`src/rtl/swd_memap_seq.sv`:
```
// swd_memap_seq
//   Turns single 32-bit memory read/write requests into ADIv5 MEM-AP command
//   sequences (DP SELECT, AP CSW, AP TAR, AP DRW) for the SWD ADIv5 engine.
//   SELECT, CSW size and TAR are cached, so redundant writes are skipped.
//   Only one SWD command is outstanding at any time.
//
// Ports
//   clk_i, reset_i        core clock, synchronous active-high reset
//   ap_sel_i              MEM-AP number, sampled at request accept
//   invalidate_i          one-cycle pulse clearing all caches
//   req_*                 request channel (valid/ready, write, size, addr, wdata)
//   rsp_*                 response channel (valid/ready, rdata, stat)
//   cmd_wrdata_o/wren_o   command FIFO write port {DATA, ADDR[3:2], APnDP, RnW}
//   cmd_wrfull_i          command FIFO full
//   resp_rddata_i         response FIFO data {DATA, STAT}, valid the cycle after rden
//   resp_rden_o           response FIFO pop
//   resp_rdempty_i        response FIFO empty
module swd_memap_seq #(
    parameter logic [31:0] CSW_BASE = 32'h2300_0000
) (
    input  logic        clk_i,
    input  logic        reset_i,
    input  logic [7:0]  ap_sel_i,
    input  logic        invalidate_i,
    input  logic        req_valid_i,
    output logic        req_ready_o,
    input  logic        req_write_i,
    input  logic [1:0]  req_size_i,
    input  logic [31:0] req_addr_i,
    input  logic [31:0] req_wdata_i,
    output logic        rsp_valid_o,
    input  logic        rsp_ready_i,
    output logic [31:0] rsp_rdata_o,
    output logic [2:0]  rsp_stat_o,
    output logic [35:0] cmd_wrdata_o,
    output logic        cmd_wren_o,
    input  logic        cmd_wrfull_i,
    input  logic [34:0] resp_rddata_i,
    output logic        resp_rden_o,
    input  logic        resp_rdempty_i
);

    typedef enum logic [2:0] {
        S_IDLE, S_CMD, S_WAIT, S_POP, S_CHK, S_REPLY
    } state_e;

    typedef enum logic [1:0] {
        STEP_SEL = 2'd0, STEP_CSW = 2'd1, STEP_TAR = 2'd2, STEP_DRW = 2'd3
    } step_e;

    localparam logic [2:0] STAT_OK = 3'b100;

    state_e      state_q, state_d;
    step_e       step_q, step_d, next_step;
    logic        wr_q, wr_d;
    logic [1:0]  size_q, size_d;
    logic [31:0] addr_q, addr_d;
    logic [31:0] wdata_q, wdata_d;
    logic [7:0]  ap_q, ap_d;

    logic [7:0]  sel_q, sel_d;
    logic        sel_v_q, sel_v_d;
    logic [1:0]  csw_q, csw_d;
    logic        csw_v_q, csw_v_d;
    logic [31:0] tar_q, tar_d;
    logic        tar_v_q, tar_v_d;

    logic        req_ready_q, req_ready_d;
    logic        rsp_valid_q, rsp_valid_d;
    logic [31:0] rsp_rdata_q, rsp_rdata_d;
    logic [2:0]  rsp_stat_q, rsp_stat_d;
    logic [35:0] cmd_wrdata_q, cmd_wrdata_d;
    logic        cmd_wren_q, cmd_wren_d;
    logic        resp_rden_q, resp_rden_d;

    logic        in_idle;
    logic        resp_ok;
    logic [1:0]  size_norm;
    logic        cur_wr;
    logic [1:0]  cur_size;
    logic [31:0] cur_addr;
    logic [31:0] cur_wdata;
    logic [7:0]  cur_ap;
    logic [1:0]  start_idx;
    logic        sel_miss, csw_miss, tar_miss;

    // Encodes one command word {DATA, ADDR[3:2], APnDP, RnW} for a step.
    function automatic logic [35:0] build_cmd(input step_e step, input logic wr,
                                              input logic [1:0] size, input logic [31:0] addr,
                                              input logic [31:0] wdata, input logic [7:0] ap);
        logic [35:0] cmd;
        case (step)
            STEP_SEL: cmd = {ap, 24'h0, 2'b10, 1'b0, 1'b0};
            STEP_CSW: cmd = {CSW_BASE | {30'h0, size}, 2'b00, 1'b1, 1'b0};
            STEP_TAR: cmd = {addr, 2'b01, 1'b1, 1'b0};
            default:  cmd = {(wr ? wdata : 32'h0), 2'b11, 1'b1, ~wr};
        endcase
        return cmd;
    endfunction

    // Request fields come straight from the inputs while accepting in IDLE,
    // and from the latched copies once a sequence is underway.
    always_comb begin
        in_idle   = (state_q == S_IDLE);
        resp_ok   = (resp_rddata_i[2:0] == STAT_OK);
        size_norm = (req_size_i == 2'd3) ? 2'd2 : req_size_i;
        cur_wr    = in_idle ? req_write_i : wr_q;
        cur_size  = in_idle ? size_norm   : size_q;
        cur_addr  = in_idle ? req_addr_i  : addr_q;
        cur_wdata = in_idle ? req_wdata_i : wdata_q;
        cur_ap    = in_idle ? ap_sel_i    : ap_q;
        start_idx = in_idle ? 2'd0 : step_q + 2'd1;
    end

    // Cache update: a step's cache becomes valid only after an OK response to
    // its own write; any failure, or an invalidate pulse, clears everything.
    // Invalidate is applied last so it wins over a coincident update.
    always_comb begin
        sel_d   = sel_q;
        sel_v_d = sel_v_q;
        csw_d   = csw_q;
        csw_v_d = csw_v_q;
        tar_d   = tar_q;
        tar_v_d = tar_v_q;
        if (state_q == S_CHK) begin
            if (resp_ok) begin
                case (step_q)
                    STEP_SEL: begin sel_d = ap_q;   sel_v_d = 1'b1; end
                    STEP_CSW: begin csw_d = size_q; csw_v_d = 1'b1; end
                    STEP_TAR: begin tar_d = addr_q; tar_v_d = 1'b1; end
                    default:  ;
                endcase
            end else begin
                sel_v_d = 1'b0;
                csw_v_d = 1'b0;
                tar_v_d = 1'b0;
            end
        end
        if (invalidate_i) begin
            sel_v_d = 1'b0;
            csw_v_d = 1'b0;
            tar_v_d = 1'b0;
        end
    end

    // Step selection looks only at steps after the one just completed, using
    // the post-update cache, so an invalidate mid-sequence never restarts it.
    always_comb begin
        sel_miss = !sel_v_d || (sel_d != cur_ap);
        csw_miss = !csw_v_d || (csw_d != cur_size);
        tar_miss = !tar_v_d || (tar_d != cur_addr);
        if (start_idx <= 2'd0 && sel_miss) begin
            next_step = STEP_SEL;
        end else if (start_idx <= 2'd1 && csw_miss) begin
            next_step = STEP_CSW;
        end else if (start_idx <= 2'd2 && tar_miss) begin
            next_step = STEP_TAR;
        end else begin
            next_step = STEP_DRW;
        end
    end

    // Main sequencer. Entering a step loads the command word and, if the FIFO
    // has room, writes it immediately so a cached request reaches the FIFO the
    // cycle after accept; otherwise the command is parked in S_CMD.
    always_comb begin
        logic enter_step;
        enter_step   = 1'b0;
        state_d      = state_q;
        step_d       = step_q;
        wr_d         = wr_q;
        size_d       = size_q;
        addr_d       = addr_q;
        wdata_d      = wdata_q;
        ap_d         = ap_q;
        req_ready_d  = 1'b0;
        rsp_valid_d  = rsp_valid_q;
        rsp_rdata_d  = rsp_rdata_q;
        rsp_stat_d   = rsp_stat_q;
        cmd_wrdata_d = cmd_wrdata_q;
        cmd_wren_d   = 1'b0;
        resp_rden_d  = 1'b0;

        case (state_q)
            S_IDLE: begin
                if (req_valid_i && req_ready_q) begin
                    wr_d       = req_write_i;
                    size_d     = size_norm;
                    addr_d     = req_addr_i;
                    wdata_d    = req_wdata_i;
                    ap_d       = ap_sel_i;
                    enter_step = 1'b1;
                end else begin
                    req_ready_d = 1'b1;
                end
            end
            S_CMD: begin
                if (!cmd_wrfull_i) begin
                    cmd_wren_d = 1'b1;
                    state_d    = S_WAIT;
                end
            end
            S_WAIT: begin
                if (!resp_rdempty_i) begin
                    resp_rden_d = 1'b1;
                    state_d     = S_POP;
                end
            end
            S_POP: begin
                state_d = S_CHK;
            end
            S_CHK: begin
                if (resp_ok && step_q != STEP_DRW) begin
                    enter_step = 1'b1;
                end else begin
                    rsp_valid_d = 1'b1;
                    rsp_stat_d  = resp_rddata_i[2:0];
                    rsp_rdata_d = (resp_ok && !wr_q) ? resp_rddata_i[34:3] : 32'h0;
                    state_d     = S_REPLY;
                end
            end
            S_REPLY: begin
                if (rsp_ready_i) begin
                    rsp_valid_d = 1'b0;
                    state_d     = S_IDLE;
                end
            end
            default: state_d = S_IDLE;
        endcase

        if (enter_step) begin
            step_d       = next_step;
            cmd_wrdata_d = build_cmd(next_step, cur_wr, cur_size, cur_addr, cur_wdata, cur_ap);
            if (!cmd_wrfull_i) begin
                cmd_wren_d = 1'b1;
                state_d    = S_WAIT;
            end else begin
                state_d = S_CMD;
            end
        end
    end

    // State and output registers; reset abandons any sequence in progress.
    always_ff @(posedge clk_i) begin
        if (reset_i) begin
            state_q      <= S_IDLE;
            step_q       <= STEP_SEL;
            wr_q         <= 1'b0;
            size_q       <= 2'd0;
            addr_q       <= 32'h0;
            wdata_q      <= 32'h0;
            ap_q         <= 8'h0;
            sel_q        <= 8'h0;
            sel_v_q      <= 1'b0;
            csw_q        <= 2'd0;
            csw_v_q      <= 1'b0;
            tar_q        <= 32'h0;
            tar_v_q      <= 1'b0;
            req_ready_q  <= 1'b0;
            rsp_valid_q  <= 1'b0;
            rsp_rdata_q  <= 32'h0;
            rsp_stat_q   <= 3'b000;
            cmd_wrdata_q <= 36'h0;
            cmd_wren_q   <= 1'b0;
            resp_rden_q  <= 1'b0;
        end else begin
            state_q      <= state_d;
            step_q       <= step_d;
            wr_q         <= wr_d;
            size_q       <= size_d;
            addr_q       <= addr_d;
            wdata_q      <= wdata_d;
            ap_q         <= ap_d;
            sel_q        <= sel_d;
            sel_v_q      <= sel_v_d;
            csw_q        <= csw_d;
            csw_v_q      <= csw_v_d;
            tar_q        <= tar_d;
            tar_v_q      <= tar_v_d;
            req_ready_q  <= req_ready_d;
            rsp_valid_q  <= rsp_valid_d;
            rsp_rdata_q  <= rsp_rdata_d;
            rsp_stat_q   <= rsp_stat_d;
            cmd_wrdata_q <= cmd_wrdata_d;
            cmd_wren_q   <= cmd_wren_d;
            resp_rden_q  <= resp_rden_d;
        end
    end

    assign req_ready_o  = req_ready_q;
    assign rsp_valid_o  = rsp_valid_q;
    assign rsp_rdata_o  = rsp_rdata_q;
    assign rsp_stat_o   = rsp_stat_q;
    assign cmd_wrdata_o = cmd_wrdata_q;
    assign cmd_wren_o   = cmd_wren_q;
    assign resp_rden_o  = resp_rden_q;

endmodule

```
`config.mk`:
```
export PLATFORM = sky130hd
export DESIGN_NAME = swd_memap_seq
export DESIGN_NICKNAME = d
export VERILOG_FILES = /design/src/rtl/swd_memap_seq.sv
export SDC_FILE = /design/constraint.sdc
export NUM_CORES = 1
export LEC_CHECK = 0
export BUFFER_PORTS_ARGS = -buffer_cell sky130_fd_sc_hd__buf_2
export CAP_MARGIN = 20
export CORE_UTILIZATION = 51
export CTS_CLUSTER_SIZE = 14
export DETAILED_ROUTE_END_ITERATION = 8
export PLACE_DENSITY_LB_ADDON = 0.05
export SYNTH_ARGS = -nofsm -noshare
export SYNTH_HDL_FRONTEND = slang
export SYNTH_SLANG_ARGS = --single-unit
```
`constraint.sdc`:
```
create_clock -name clk_i -period 5.2 [get_ports clk_i]
set_input_delay 0.78 -clock clk_i [delete_from_list [all_inputs] [get_ports clk_i]]
set_output_delay 0.78 -clock clk_i [all_outputs]
set_load 0.02 [all_outputs]
```
* Word level (Yosys, flattened, before mapping)
Cells that the tools add are included.
Operators by class: add/sub/neg operators 1, magnitude comparators 3, equality and inequality tests 22, mux-type cells 53, bitwise gates (word level) 4, reduce and logical (&&, ||, !) cells 23
Operators with widths (count):
- 32-bit two-way mux | 7
- 36-bit one-hot mux with 3 select lines | 1
- 8-bit two-way mux | 4
- 32-bit inequality test | 1
- 1-bit two-way mux | 24
- 2-bit two-way mux | 9
- 3-bit one-hot mux with 6 select lines | 1
- 3-bit two-way mux | 5
- 3-bit == test, second input constant | 3
- 3-bit inequality test, second input constant | 3
- 8-bit inequality test | 1
- 2-bit == test, second input constant | 3
- 3-bit by 2-bit == test with 1-bit output, second input constant | 2
- 1-bit logical AND | 6
- 2-bit inequality test, second input constant | 3
- 5-bit AND reduction | 1
- 2-bit by 1-bit == test with 1-bit output, second input constant | 2
- 2-bit by 1-bit less-or-equal comparator with 1-bit output, second input constant | 2
- 1-bit zero test | 4
- 2-bit zero test | 2
- 1-bit NOT | 4
- 1-bit one-hot mux with 2 select lines | 2
- 2-bit AND reduction | 2
- 2-bit OR reduction | 2
- 10 further kinds | 12
Word-level totals: flip-flop bits (word level) 200, input bits 117, logic and storage cells 126

* Depth between registers and ports, before layout
word-level depth 13, mapped depth 19

* Least setup slack after synthesis
No wires, ideal clock.
path type input-to-reg, from input resp_rddata_i[0], to register cmd_wrdata_q[24] (netlist: cmd_wrdata_o[24]), setup time 128 ps, data arrival time 3872 ps, data required time 5072 ps, path slack 1201 ps, stages on the path 15, cells stage by stage or3b_1 -> clkbuf_1 -> o2111a_1 -> a311oi_1 -> nand4_1 -> or4_1 -> o2bb2ai_1 -> or2_1 -> ha_1 -> nand2_1 -> clkbuf_1 -> clkbuf_1 -> o21ai_0 -> o22ai_1 -> nor2_1
Between the ends: word-level cells in the longest chain between the ends 12
RTL lines:
- start: declaration | RTL line 38 | input logic [34:0] resp_rddata_i,
- 3-bit == test (*) | RTL line 105 | resp_ok = (resp_rddata_i[2:0] == STAT_OK);
- branches (longest 11 deep; another with 36-bit one-hot mux with 3 select lines)
- end signal: assignment | RTL line 284 | cmd_wrdata_q <= cmd_wrdata_d;
- end: declaration | RTL line 72 | logic [35:0] cmd_wrdata_q, cmd_wrdata_d;
Every way passes the cells marked *. A chain may end at the register's enable or synchronous reset.

* Worst setup path after layout
from register state_q[2], to register cmd_wrdata_q[5] (netlist: cmd_wrdata_o[5])
Between the ends: word-level cells in the longest chain between the ends 11
RTL lines:
- start: declaration | RTL line 53 | state_e state_q, state_d;
- start signal: assignment | RTL line 267 | state_q <= state_d;
- branches (longest 8 deep; another with 32-bit two-way mux)
- 2-bit two-way mux (*) | RTL line 152 | if (start_idx <= 2'd0 && sel_miss) begin
- via next_step[0] | RTL line 54 | step_e step_q, step_d, next_step;
- 2-bit == test, or another cell as far along | RTL line 92 | case (step)
- 36-bit one-hot mux with 3 select lines (*) | RTL line 92
Mark *: on every way through the listed nets, which the timed path passes.

==> out/results.txt <==
outcome - finished with violations
failing checks - DRC
root buf cell - clkbuf_16
first-pass GRT wire length - 46470 um
RSZ-0062 raised after global routing - no
Detailed Route Iter0 Violations - 807
final setup violation count - 0
Fillers - 1674
Peak Freq - 0.2165 GHz
fin nets - 1525
antenna violations before repair - 0
Routed WL - 29440 um
Sink Count - 199
grt total ovfl - 0
post-CTS sizing - 0
I/O Buffers - 191
Placement Setup Slack - 678.2 ps
Critical Path Max Stage Delay - 580 ps
DP Wirelength - 19920 um
Row Count - 49
post-CTS setup buffers - 0
sequential share of power - 0.476
critical path fanouts, max - 25
# DRC - 7
CTS H-tree lvls - 4
Design Area, Final - 0.01117 mm^2
cells along the critical path - nor3_4 -> buf_4 -> mux2i_1 -> xor2_1 -> a31oi_1 -> or4_1 -> o2bb2ai_1 -> nor2_1 -> ha_1 -> inv_1 -> nand2_1 -> buf_4 -> a21oi_1 -> nor4_1 -> nor3_1
mapped cell area - 0.009522 mm^2
setup tns final - 0 ps
Critical Path AT - 4910 ps
DIE AREA - 0.01922 mm^2
CTS max path bufs - 2
cts bufs inserted - 17
Crit path max-delay family - simple AND/OR/NAND/NOR gates
final hold viol count - 0
Final period util - 0.8883
layout cell share with drive strength beyond 1 - 0.1941
vias post-DR - 9397
die height - 138.6 um
Final Total Pwr - 0.003413 W
vias per inst - 5.726
maxcap violations - 0
relative slew slack - 0.3809
Min Clock Period, post-route - 4619 ps
Peak VDD IR - 203.6 uV
Layout area overhead - 17.27%
register bit count reported by yosys - 199
Setup crit start kind - register
insertion delay to the later sink of the worst-skew pair - 440 ps
CTS Hold Bufs - 0
GRT Util Overall - 0.3044
Syn Nets - 1386
CTS tree - yes
WS Path Type - register to register
sw frac - 0.2889
Post-DRT Antenna Nets - 0
Main synth FF type - dfxtp_1
Pwr per Cell Area - 305.7 mW/mm^2
Post-synth EDFFs - 0
Avg Cell Area, Syn - 7.557 um^2
crit path buf inv count - 3
P_int - 0.002427 W
clk_skew - 9.345 ps
die width - 138.6 um
worst slew pin tran - 928.6 ps
Clock Pin Slew Worst Setup and Hold Paths - 80 ps
CP Data Required Time - 5490 ps
Net Switching - 0.0009860 W
synthesized instance count - 1260
largest net degree at the start of global routing - 117
Gate power share - 0.135
vias in the first global route - 8449
Ports - 192
WL per Instance - 17.94 um
most used cell along the critical path - buf_4
Setup WS post-layout - 581.1 ps
CORE AREA - 0.01815 mm^2
post-synth cell types - 69
Slowest-stage cell, CP - nor3_4
Initial Utilization - 0.5247
Lkg Pwr - 4.623 nW
# diodes - 0
post-layout util - 0.6153
clock share of power - 0.389
post-placement cell area - 0.01056 mm^2
GPL Wtd Cong - 0.8973
CP endpoint kind - register
post-synthesis sequential area ratio - 0.4184
Final Max Tran Viols - 0
number of detailed-route iterations in the first pass - 9
type of the worst min-delay path - register to register
ys async rst share - 0
Yosys warnings - 0
==> synth_stat cells (3+ instances only) <==
cell type,number,area share
buf_1,10,0.0039
or4b_2,3,0.0032
buf_6,6,0.0071
o221ai_1,9,0.0083
a31oi_1,4,0.0026
nand2_1,337,0.13
buf_2,9,0.0047
nor4_1,10,0.0066
or3_1,5,0.0033
xor2_1,19,0.017
and2_1,3,0.0020
o31ai_1,14,0.011
or4b_1,9,0.0095
o2111ai_1,3,0.0028
o22ai_1,15,0.0099
nand4_1,3,0.0020
a21o_1,3,0.0024
nor3_1,48,0.025
a211oi_1,6,0.0047
clkbuf_1,72,0.028
nand3_1,42,0.022
nor4b_1,3,0.0028
mux2i_1,29,0.030
a221oi_1,4,0.0037
nand2b_1,3,0.0020
and3_1,5,0.0033
a311oi_1,6,0.0055
inv_1,19,0.0075
dfxtp_1,199,0.42
xnor2_1,13,0.012
nor2b_1,3,0.0020
nor2_1,63,0.025
o21ai_0,17,0.0089
o2111a_1,3,0.0035
ha_1,9,0.012
a21oi_1,212,0.11
o31a_1,3,0.0028
==> power groups by stage <==
stage	registers, W	clock network (W)	logic [W]
after floorplan	0.00167	0	0.000262
after global placement	0.00166	0	0.000451
after detailed placement	0.00166	0	0.000453
after CTS	0.00162	0.00135	0.000455
after global routing	0.00163	0.00140	0.000503
final	0.00162	0.00133	0.000460
==> cells by family after synthesis <==
logic type / synth area share
XOR/XNOR: 0.02944
buffers and inverters: 0.05480
adder cells (fa/ha/maj): 0.01183
AND/OR/NAND/NOR: 0.2586
flip-flops: 0.4184
AO/OA/AOI/OAI: 0.1941
multiplexers: 0.03285
==> routing by layer <==
| layer | share of wire | wire [um] | vias to the layer above | track usage |
|---|---|---|---|---|
| met5 | 0 | 0 | - | 0 |
| met1 | 0.46 | 13530 | 4331 | 0.4577 |
| met3 | 0.10 | 3022 | 27 | 0.07320 |
| li1 | - | - | 4625 | - |
| met4 | 0.012 | 364 | 0 | 0.07427 |
| met2 | 0.43 | 12530 | 414 | 0.4333 |
==> path summary, 6_finish.rpt <==
check / slack (ps) / end / depth (start not counted) / from
worst max-delay path: 580 / cmd_wrdata_o[5] / 15 / state_q[2]
worst min-delay path: 450 / rsp_rdata_o[11] / 2 / rsp_rdata_o[11]
worst max register to register: 580 / cmd_wrdata_o[5] / 15 / state_q[2]
worst min register to register: 450 / rsp_rdata_o[11] / 2 / rsp_rdata_o[11]
==> worst reg2reg max path: stages (launching register included) <==
cell       delay (ps)
dfxtp_1           510
nor3_4            590
buf_4             320
mux2i_1           510
xor2_1            290
a31oi_1           110
or4_1             420
o2bb2ai_1         180
nor2_1            170
ha_1              270
inv_1             120
nand2_1           220
buf_4             340
a21oi_1            90
nor4_1            280
nor3_1             70
==> sequential cells by signal (all words and copies together), names as in the netlist, 2 cells and up <==
signal / flops
rsp_stat_o: 3
sel_q: 8
wdata_q: 32
state_q: 3
addr_q: 32
rsp_rdata_o: 32
ap_q: 8
tar_q: 32
size_q: 2
cmd_wrdata_o: 36
csw_q: 2
==> placed cells by master (no fill, tap or decap), types with 4 or more instances in the layout <==
cell,synthesis,routed
or4b_1,9,9
a21oi_1,212,211
dfxtp_1,199,199
xor2_1,19,19
clkbuf_16,0,17
a211oi_1,6,6
o21ai_0,17,17
inv_6,0,6
o22ai_1,15,15
ha_1,9,9
clkinv_4,0,4
or3_1,5,5
a31oi_1,4,4
buf_4,2,27
nor3_1,48,48
xnor2_1,13,13
buf_2,9,190
mux2i_1,29,29
a311oi_1,6,6
nand3_1,42,41
o221ai_1,9,9
nor4_1,10,10
nor2_1,63,60
nand2_1,337,337
and3_1,5,4
inv_1,19,19
o31ai_1,14,14
a221oi_1,4,4
==> per-stage QoR <==
stage               hold slack, ps  std cells
floorplan                    435.7       1260
global placement             434.7       1608
detailed placement           440.5       1608
CTS                          450.4       1640
global route                 466.2       1641
finish                       449.2       1641
==> layout make-up <==
class                           instances  area, um^2  share of cell area
Clock inverter                         15       161.4             0.01446
Tap cell                              229       286.5             0.02566
Inverter                               19       71.32            0.006387
Clock buffer                           17       425.4             0.03810
Sequential cell                       199        3984              0.3568
Timing Repair Buffer                  220        1200              0.1075
Multi-Input combinational cell        942        5037              0.4511
Note: power is estimated with default switching activity, not from simulation.
